`config.mk`:
```
export PLATFORM = sky130hd
export DESIGN_NAME = lu_serial_ctrl
export DESIGN_NICKNAME = d
export VERILOG_FILES = /design/src/rtl/lu_serial_ctrl_pkg.sv /design/src/rtl/lu_bit.sv /design/src/rtl/lu_serial_ctrl.sv
export SDC_FILE = /design/constraint.sdc
export NUM_CORES = 1
export LEC_CHECK = 0
export CAP_MARGIN = 5
export CORE_MARGIN = 2
export CORE_UTILIZATION = 45
export DETAILED_ROUTE_END_ITERATION = 12
export HOLD_SLACK_MARGIN = 0.12
export MAX_ROUTING_LAYER = met4
export PLACE_DENSITY = 0.72
export SLEW_MARGIN = 0
export SYNTH_ARGS = -nofsm -noshare
export SYNTH_HDL_FRONTEND = slang
export SYNTH_SLANG_ARGS = --single-unit
```
`constraint.sdc`:
```
create_clock -name clk -period 1.9 [get_ports clk]
set_input_delay 0.38 -clock clk [delete_from_list [all_inputs] [get_ports clk]]
set_output_delay 0.38 -clock clk [all_outputs]
set_load 0.02 [all_outputs]
```
`src/rtl/lu_serial_ctrl_pkg.sv`:
```
// lu_serial_ctrl_pkg: shared op-select codes, FSM state encoding and the per-bit logic function
package lu_serial_ctrl_pkg;
   localparam logic [2:0] LU_OP_NOT  = 3'b000;
   localparam logic [2:0] LU_OP_AND  = 3'b001;
   localparam logic [2:0] LU_OP_NAND = 3'b010;
   localparam logic [2:0] LU_OP_OR   = 3'b011;
   localparam logic [2:0] LU_OP_NOR  = 3'b100;
   localparam logic [2:0] LU_OP_XOR  = 3'b101;
   localparam logic [2:0] LU_OP_XNOR = 3'b110;
   localparam logic [2:0] LU_OP_ZERO = 3'b111;

   typedef enum logic [1:0] {
      IDLE = 2'd0,
      RUN  = 2'd1,
      DONE = 2'd2
   } lu_state_e;

   function automatic logic lu_fn(input logic a, input logic b, input logic [2:0] sel);
      return (sel == LU_OP_NOT)  ? ~a :
             (sel == LU_OP_AND)  ? (a & b) :
             (sel == LU_OP_NAND) ? ~(a & b) :
             (sel == LU_OP_OR)   ? (a | b) :
             (sel == LU_OP_NOR)  ? ~(a | b) :
             (sel == LU_OP_XOR)  ? (a ^ b) :
             (sel == LU_OP_XNOR) ? ~(a ^ b) : 1'b0;
   endfunction
endpackage

```
`src/rtl/lu_bit.sv`:
```
// lu_bit: combinational 1-bit logic cell shared by the serial sequencer
module lu_bit
   import lu_serial_ctrl_pkg::*;
(
   input  logic       a_i,
   input  logic       b_i,
   input  logic [2:0] sel_i,
   input  logic       neg_i,
   output logic       y_o
);
   // optional inversion of a, then the selected logic function
   always_comb y_o = lu_fn(neg_i ? ~a_i : a_i, b_i, sel_i);
endmodule

```
`src/rtl/lu_serial_ctrl.sv`:
```
// lu_serial_ctrl: bit-serial sequencer driving lu_bit LSB first; LU_SEQ_ZERO_FLAG_EN adds out_zero_o
module lu_serial_ctrl
   import lu_serial_ctrl_pkg::*;
#(
   parameter int WIDTH = 8
) (
   input  logic             clk,
   input  logic             rst_n,
   input  logic             in_valid_i,
   output logic             in_ready_o,
   input  logic [WIDTH-1:0] in_a_i,
   input  logic [WIDTH-1:0] in_b_i,
   input  logic [2:0]       in_sel_i,
   input  logic             in_neg_i,
   output logic             out_valid_o,
   input  logic             out_ready_i,
   output logic [WIDTH-1:0] out_res_o,
   output logic             busy_o
`ifdef LU_SEQ_ZERO_FLAG_EN
   ,
   output logic             out_zero_o
`endif
);
   localparam int CW = (WIDTH > 1) ? $clog2(WIDTH) : 1;
   lu_state_e        state_q, state_d;
   logic [WIDTH-1:0] a_q, b_q, res_q, res_d;
   logic [2:0]       sel_q;
   logic             neg_q;
   logic [CW-1:0]    cnt_q;
   logic             bit_y, last;

   lu_bit u_bit (
      .a_i  (a_q[0]),
      .b_i  (b_q[0]),
      .sel_i(sel_q),
      .neg_i(neg_q),
      .y_o  (bit_y)
   );

   assign last      = (cnt_q == CW'(WIDTH - 1));
   assign res_d     = {bit_y, res_q[WIDTH-1:1]};
   assign out_res_o = res_q;

   // next state and handshake outputs, all decoded from the state register only
   always_comb begin
      state_d     = state_q;
      in_ready_o  = 1'b0;
      out_valid_o = 1'b0;
      busy_o      = 1'b0;
      case (state_q)
         IDLE: begin
            in_ready_o = 1'b1;
            if (in_valid_i) state_d = RUN;
         end
         RUN: begin
            busy_o = 1'b1;
            if (last) state_d = DONE;
         end
         DONE: begin
            busy_o      = 1'b1;
            out_valid_o = 1'b1;
            if (out_ready_i) state_d = IDLE;
         end
         default: state_d = IDLE;
      endcase
   end

   // state register
   always_ff @(posedge clk or negedge rst_n) begin
      if (!rst_n) state_q <= IDLE;
      else        state_q <= state_d;
   end

   // latch operands on accept, then shift one bit per RUN edge with the result entering at the MSB
   always_ff @(posedge clk or negedge rst_n) begin
      if (!rst_n) begin
         a_q   <= '0;
         b_q   <= '0;
         sel_q <= '0;
         neg_q <= 1'b0;
         res_q <= '0;
         cnt_q <= '0;
      end else if (state_q == IDLE && in_valid_i) begin
         a_q   <= in_a_i;
         b_q   <= in_b_i;
         sel_q <= in_sel_i;
         neg_q <= in_neg_i;
         cnt_q <= '0;
      end else if (state_q == RUN) begin
         a_q   <= a_q >> 1;
         b_q   <= b_q >> 1;
         res_q <= res_d;
         cnt_q <= last ? cnt_q : cnt_q + CW'(1);
      end
   end

`ifdef LU_SEQ_ZERO_FLAG_EN
   logic zero_q;
   // zero flag tracks the shifting result; its last RUN update reflects the complete word
   always_ff @(posedge clk or negedge rst_n) begin
      if (!rst_n)              zero_q <= 1'b0;
      else if (state_q == RUN) zero_q <= (res_d == '0);
   end
   assign out_zero_o = zero_q;
`endif
endmodule

```
# Yosys cells after proc, flatten, opt, wreduce, memory -nomap -nowiden
# Cells that the tools add are included.
[word_totals]
output_inout_bits = 11
reg_bits = 33
[op_classes]
n_mux = 22
addsub = 1
eq_ne = 13
n_bitwise = 9
reduce_logical = 8
[op_table]
columns = ["op", "count"]
rows = [
  ["8-bit 2-to-1 mux", 4],
  ["3-bit equality test, second input constant", 4],
  ["1-bit 2-to-1 mux", 11],
  ["3-bit 2-to-1 mux", 3],
  ["3-bit by 2-bit equality test with 1-bit output, second input constant", 2],
  ["2-bit 2-to-1 mux", 3],
  ["2-bit != test, second input constant", 3],
  ["1-bit NOT", 6],
  ["2-bit one-hot mux with 3 select lines", 1],
  ["2-bit AND reduction", 2],
  ["3-bit by 1-bit adder with 3-bit output, second input constant", 1],
  ["3-bit by 1-bit equality test with 1-bit output, second input constant", 1],
  ["3-bit logical NOT", 1],
  ["3-bit AND reduction", 1],
  ["2-bit by 1-bit equality test with 1-bit output, second input constant", 1],
  ["2-bit equality test, second input constant", 1],
  ["2-bit logical NOT", 1],
  ["2-bit by 1-bit != test with 1-bit output, second input constant", 1],
  ["2-bit nonzero test", 1],
  ["2-bit OR reduction", 1],
  ["1-bit AND", 1],
  ["1-bit logical AND", 1],
  ["1-bit bitwise OR", 1],
  ["1-bit bitwise XOR", 1],
]

# Depth between registers and ports, before layout
# Gate-level depths: netlist of the first run.
[depth]
word_depth = 11
mapped_depth = 7

# Cells and area by module
# A second synthesis of the first run with hierarchy kept.
[hier_totals]
hier_cells = 138
hier_area_um2 = 1614.0
[by_module_without_submodules]
columns = ["module", "cells_per_inst", "n_inst", "seq_area_each_um2", "area_each_um2"]
rows = [
  ["lu_serial_ctrl", 125, 1, 825.8, 1516.5],
  ["lu_bit", 13, 1, 0.0, 97.6],
]

# Worst setup path before layout of the first run
# Ideal clock, no wire load.
[synth_path]
path_kind = "register to register"
start = "reg state_q[0]"
end = "reg neg_q"
stages_incl_launch_ff = 7
arrival_time_ns = 1.552
setup_slack_ns = 0.223
t_required_ns = 1.775
cell_sequence = "dfrtp_1 > inv_1 > ha_1 > and2_1 > clkbuf_1 > buf_2 > mux2_2"
[synth_between]
elab_chain_len = 2
[synth_lines]
columns = ["item", "line_no", "text"]
rows = [
  ["start: declaration", "lu_serial_ctrl.sv:25", "lu_state_e state_q, state_d;"],
  ["start signal: assignment", "lu_serial_ctrl.sv:71", "else state_q <= state_d;"],
  ["2-bit logical NOT", "lu_serial_ctrl.sv:83", "end else if (state_q == IDLE && in_valid_i) begin"],
  ["1-bit logical AND", "lu_serial_ctrl.sv:83", ""],
  ["end signal: assignment", "lu_serial_ctrl.sv:87", "neg_q <= in_neg_i;"],
  ["end: declaration", "lu_serial_ctrl.sv:28", "logic neg_q;"],
]
# Every way passes these cells.
# A chain may end at the register's enable or synchronous reset.

# Worst setup path in the final report of the first run
[layout_path]
start = "reg state_q[0]"
end = "out in_ready_o"
[layout_between]
elab_chain_len = 2
[layout_lines]
columns = ["item", "line_no", "text"]
rows = [
  ["2-bit logical NOT", "lu_serial_ctrl.sv:50", "case (state_q)"],
  ["1-bit 2-to-1 mux", "lu_serial_ctrl.sv:50", ""],
  ["end: declaration", "lu_serial_ctrl.sv:10", "output logic in_ready_o,"],
]
# Every way passes these cells.

==> impl_metrics.toml, run 1 <==
[status]
status = "completed"

[worst_setup_path]
worstPathMaxFanout = 5
cp_top_family = "buffers and inverters"
max_stage_delay_ps = 400
cp_slowest_cell = "dfrtp_1"
critPathKind = "reg -> out"
startpoint_type = "register"
cp-end-kind = "output port"
path_buf_inv = 2
critPathArrivalTime_ps = 1420
cp.required_ps = 1520
worstPathCellList = "inv_1 > ha_1 > dlygate4sd2_1"

[detailed_routing]
num_vias = 1101
drc = 0
drt-wirelength-per-cell_um = 12.64
ant_nets = 0
drt_iter0_drc = 31
routed_via_density = 4.893
first_pass_iters = 4
wirelength_mm = 2.843

[flow_run]
maxCapViolations = 0

[timing]
setup_viol = 0
timing.final.crit_share_pct = 94.75
clock.fmax_mhz = 555.5
drv_slew = 0
period_minus_slack_ps = 1800
skew_ps = 10.51
rsz0062_at_grt = "no"
fin_tns_setup_ps = 0
worst_pin_slew_ps = 406.3
hold_viol = 0
relSlewSlack_pct = 72.92

[placed_design]
dpl_cell_area_um2 = 1963
hpwl_mm = 2.199
place.gp.congestion = 0.8373
port_buffers = 34
dp_cells = 217

[power_and_ir_drop]
p_comb_share_pct = 49.1
p_switching_mw = 1.208
intPower_mw = 1.965
pwr-share-clk_pct = 11.5
p_leak_nw = 0.9314
power_density_nw_per_um2 = 1572
sw_frac_of_total_pct = 38.07
seqPwrFrac_pct = 39.4
ir_worst_vdd_uv = 729.9

[yosys]
syn-num-nets = 172
synth_top_area_share_pct = 52.01
synth_area_um2 = 1588
async_flop_share_pct = 100.0
ys_warn_count = 0
ys_seq_area_share_pct = 52.01
yosysMostFrequentCell = "dfrtp_1"
avgSynthCellArea_um2 = 11.26
synth-seq-cells = 33
synth_edf_count = 0
synth_ff_type = "dfrtp_1"
synthCells = 141
synthTopCellsByArea = "dfrtp_1, mux2i_1, mux2_2"
synth_top_area_cell = "dfrtp_1"
ys_top_cells_by_count = "dfrtp_1, nand2_1, o21ai_0"
synth.distinct_cells = 24

[floorplan]
design.core.area_um2 = 3363
die_y_um = 63.40
ios = 35
die-width_um = 63.40
die-area_um2 = 4020
initial_core_util_pct = 47.21
rows = 21

[layout]
fillers = 298
nNetsFinal = 209
insertedDiodeCount = 0
final_cells = 225
final_area_um2 = 2018
drive_above_1_share_pct = 13.97
syn_to_final_growth_pct = 27.11

[grt]
grt_max_degree = 34
grt_pass1_wl_mm = 4.864
track_usage_pct = 16.19
first_global_vias = 1126
antenna_found_initial = 0
grt_overflow_total = 0

[cts]
cts_sinks = 33
cts_tree = "built"
cts_hold_buf = 0
numCtsBuffers = 5
clk_latency_ps = 330
clk_pin_slew_worst_paths_ps = 100
ctsResizeCount = 3
clk_path_buf_depth = 2
clock-root-buffer = "clkbuf_4"
h-tree-depth = 2
post-cts-setup-buffers = 0

[hold_path]
hold_class = "in -> async"
-- state kept, by name, indices dropped and copies added, names as in the netlist --
register / count
a_q: 8
b_q: 8
cnt_q: 3
neg_q: 1
out_res_o: 8
sel_q: 3
state_q: 2
-- worst paths after layout --
path | startpoint | end | slack (ps) | depth (start not counted)
max | state_q[0] | in_ready_o | 100 | 3
max in group asynchronous | rst_n | out_res_o[3] | 1170 | 2
min in group clk | out_res_o[7] | out_res_o[7] | 510 | 2
min reg2reg | out_res_o[7] | out_res_o[7] | 510 | 2
max reg2reg | neg_q | out_res_o[7] | 190 | 5
min | rst_n | a_q[1] | 430 | 2
-- final cells by class --
type                       instances  area, um^2  share of cell area, %
timing repair buffer              38       366.6                  18.16
clock buffer                       6       41.29                  2.046
sequential                        33       825.8                  40.92
tap                               46       57.56                  2.852
clock inverter                     2       10.01                 0.4960
inverter                           6       22.52                  1.116
multi-input combinational         94       694.4                  34.41
-- routing by layer --
layer	GRT usage (%)	wire length, um	up-vias
li1	-	-	554
met1	18.81	1211	522
met2	26.32	1490	18
met3	3.214	80	7
met4	8.967	60	0
met5	-	0	-
-- cells by family after synthesis --
family	after synthesis	share of synthesized area [%]
fa+ha+maj	7	5.516
buf+inv	14	4.728
mux	27	17.89
flops	33	52.01
xor+xnor	2	1.103
simple gates	33	9.141
compound gates	25	9.615
-- placed cells by master, fill, tap and decap left out, types with 2 or more instances in the layout --
| cell | n |
|---|---|
| dfrtp_1 | 33 |
| clkbuf_4 | 5 |
| a31oi_1 | 3 |
| mux2_2 | 11 |
| clkdlybuf4s50_1 | 31 |
| mux2i_1 | 16 |
| nand2_1 | 22 |
| nor2_1 | 3 |
| buf_4 | 4 |
| ha_1 | 7 |
| o21ai_0 | 17 |
| clkinv_2 | 2 |
| inv_1 | 6 |
| nand2b_1 | 4 |
| dlygate4sd2_1 | 3 |
-- power groups by stage --
| stage | Combinational (mW) | Sequential (mW) | Clock [mW] |
|---|---|---|---|
| floorplan | 1.08 | 1.31 | 0 |
| global placement | 1.52 | 1.24 | 0 |
| detailed placement | 1.60 | 1.27 | 0 |
| CTS | 1.58 | 1.25 | 0.388 |
| global route | 1.73 | 1.30 | 0.415 |
| finish | 1.56 | 1.25 | 0.365 |
-- through the flow --
step / total power, mW / setup WS, ps / hold WS, ps / util, %
final: 3.173 / 99.72 / 429.5 / 60.01
after global routing: 3.448 / 6.925 / 464.4 / 60.01
after CTS: 3.220 / 78.85 / 434.6 / 59.78
after detailed placement: 2.862 / 123.7 / 496.7 / 58.37
after global placement: 2.762 / 181.2 / 489.9 / 58.37
after floorplan: 2.392 / 222.9 / 84.41 / -
Note: power is estimated with default switching activity, not from simulation.
==> run 2: changes to the inputs <==
--- a/config.mk
+++ b/config.mk
@@ -12,6 +12,7 @@
 export HOLD_SLACK_MARGIN = 0.12
 export MAX_ROUTING_LAYER = met4
 export PLACE_DENSITY = 0.72
+export SKIP_LAST_GASP = 1
 export SLEW_MARGIN = 0
 export SYNTH_ARGS = -nofsm -noshare
 export SYNTH_HDL_FRONTEND = slang
==> results of run 2 <==
The final DEF is identical to that of run 1; final timing and power are the same.
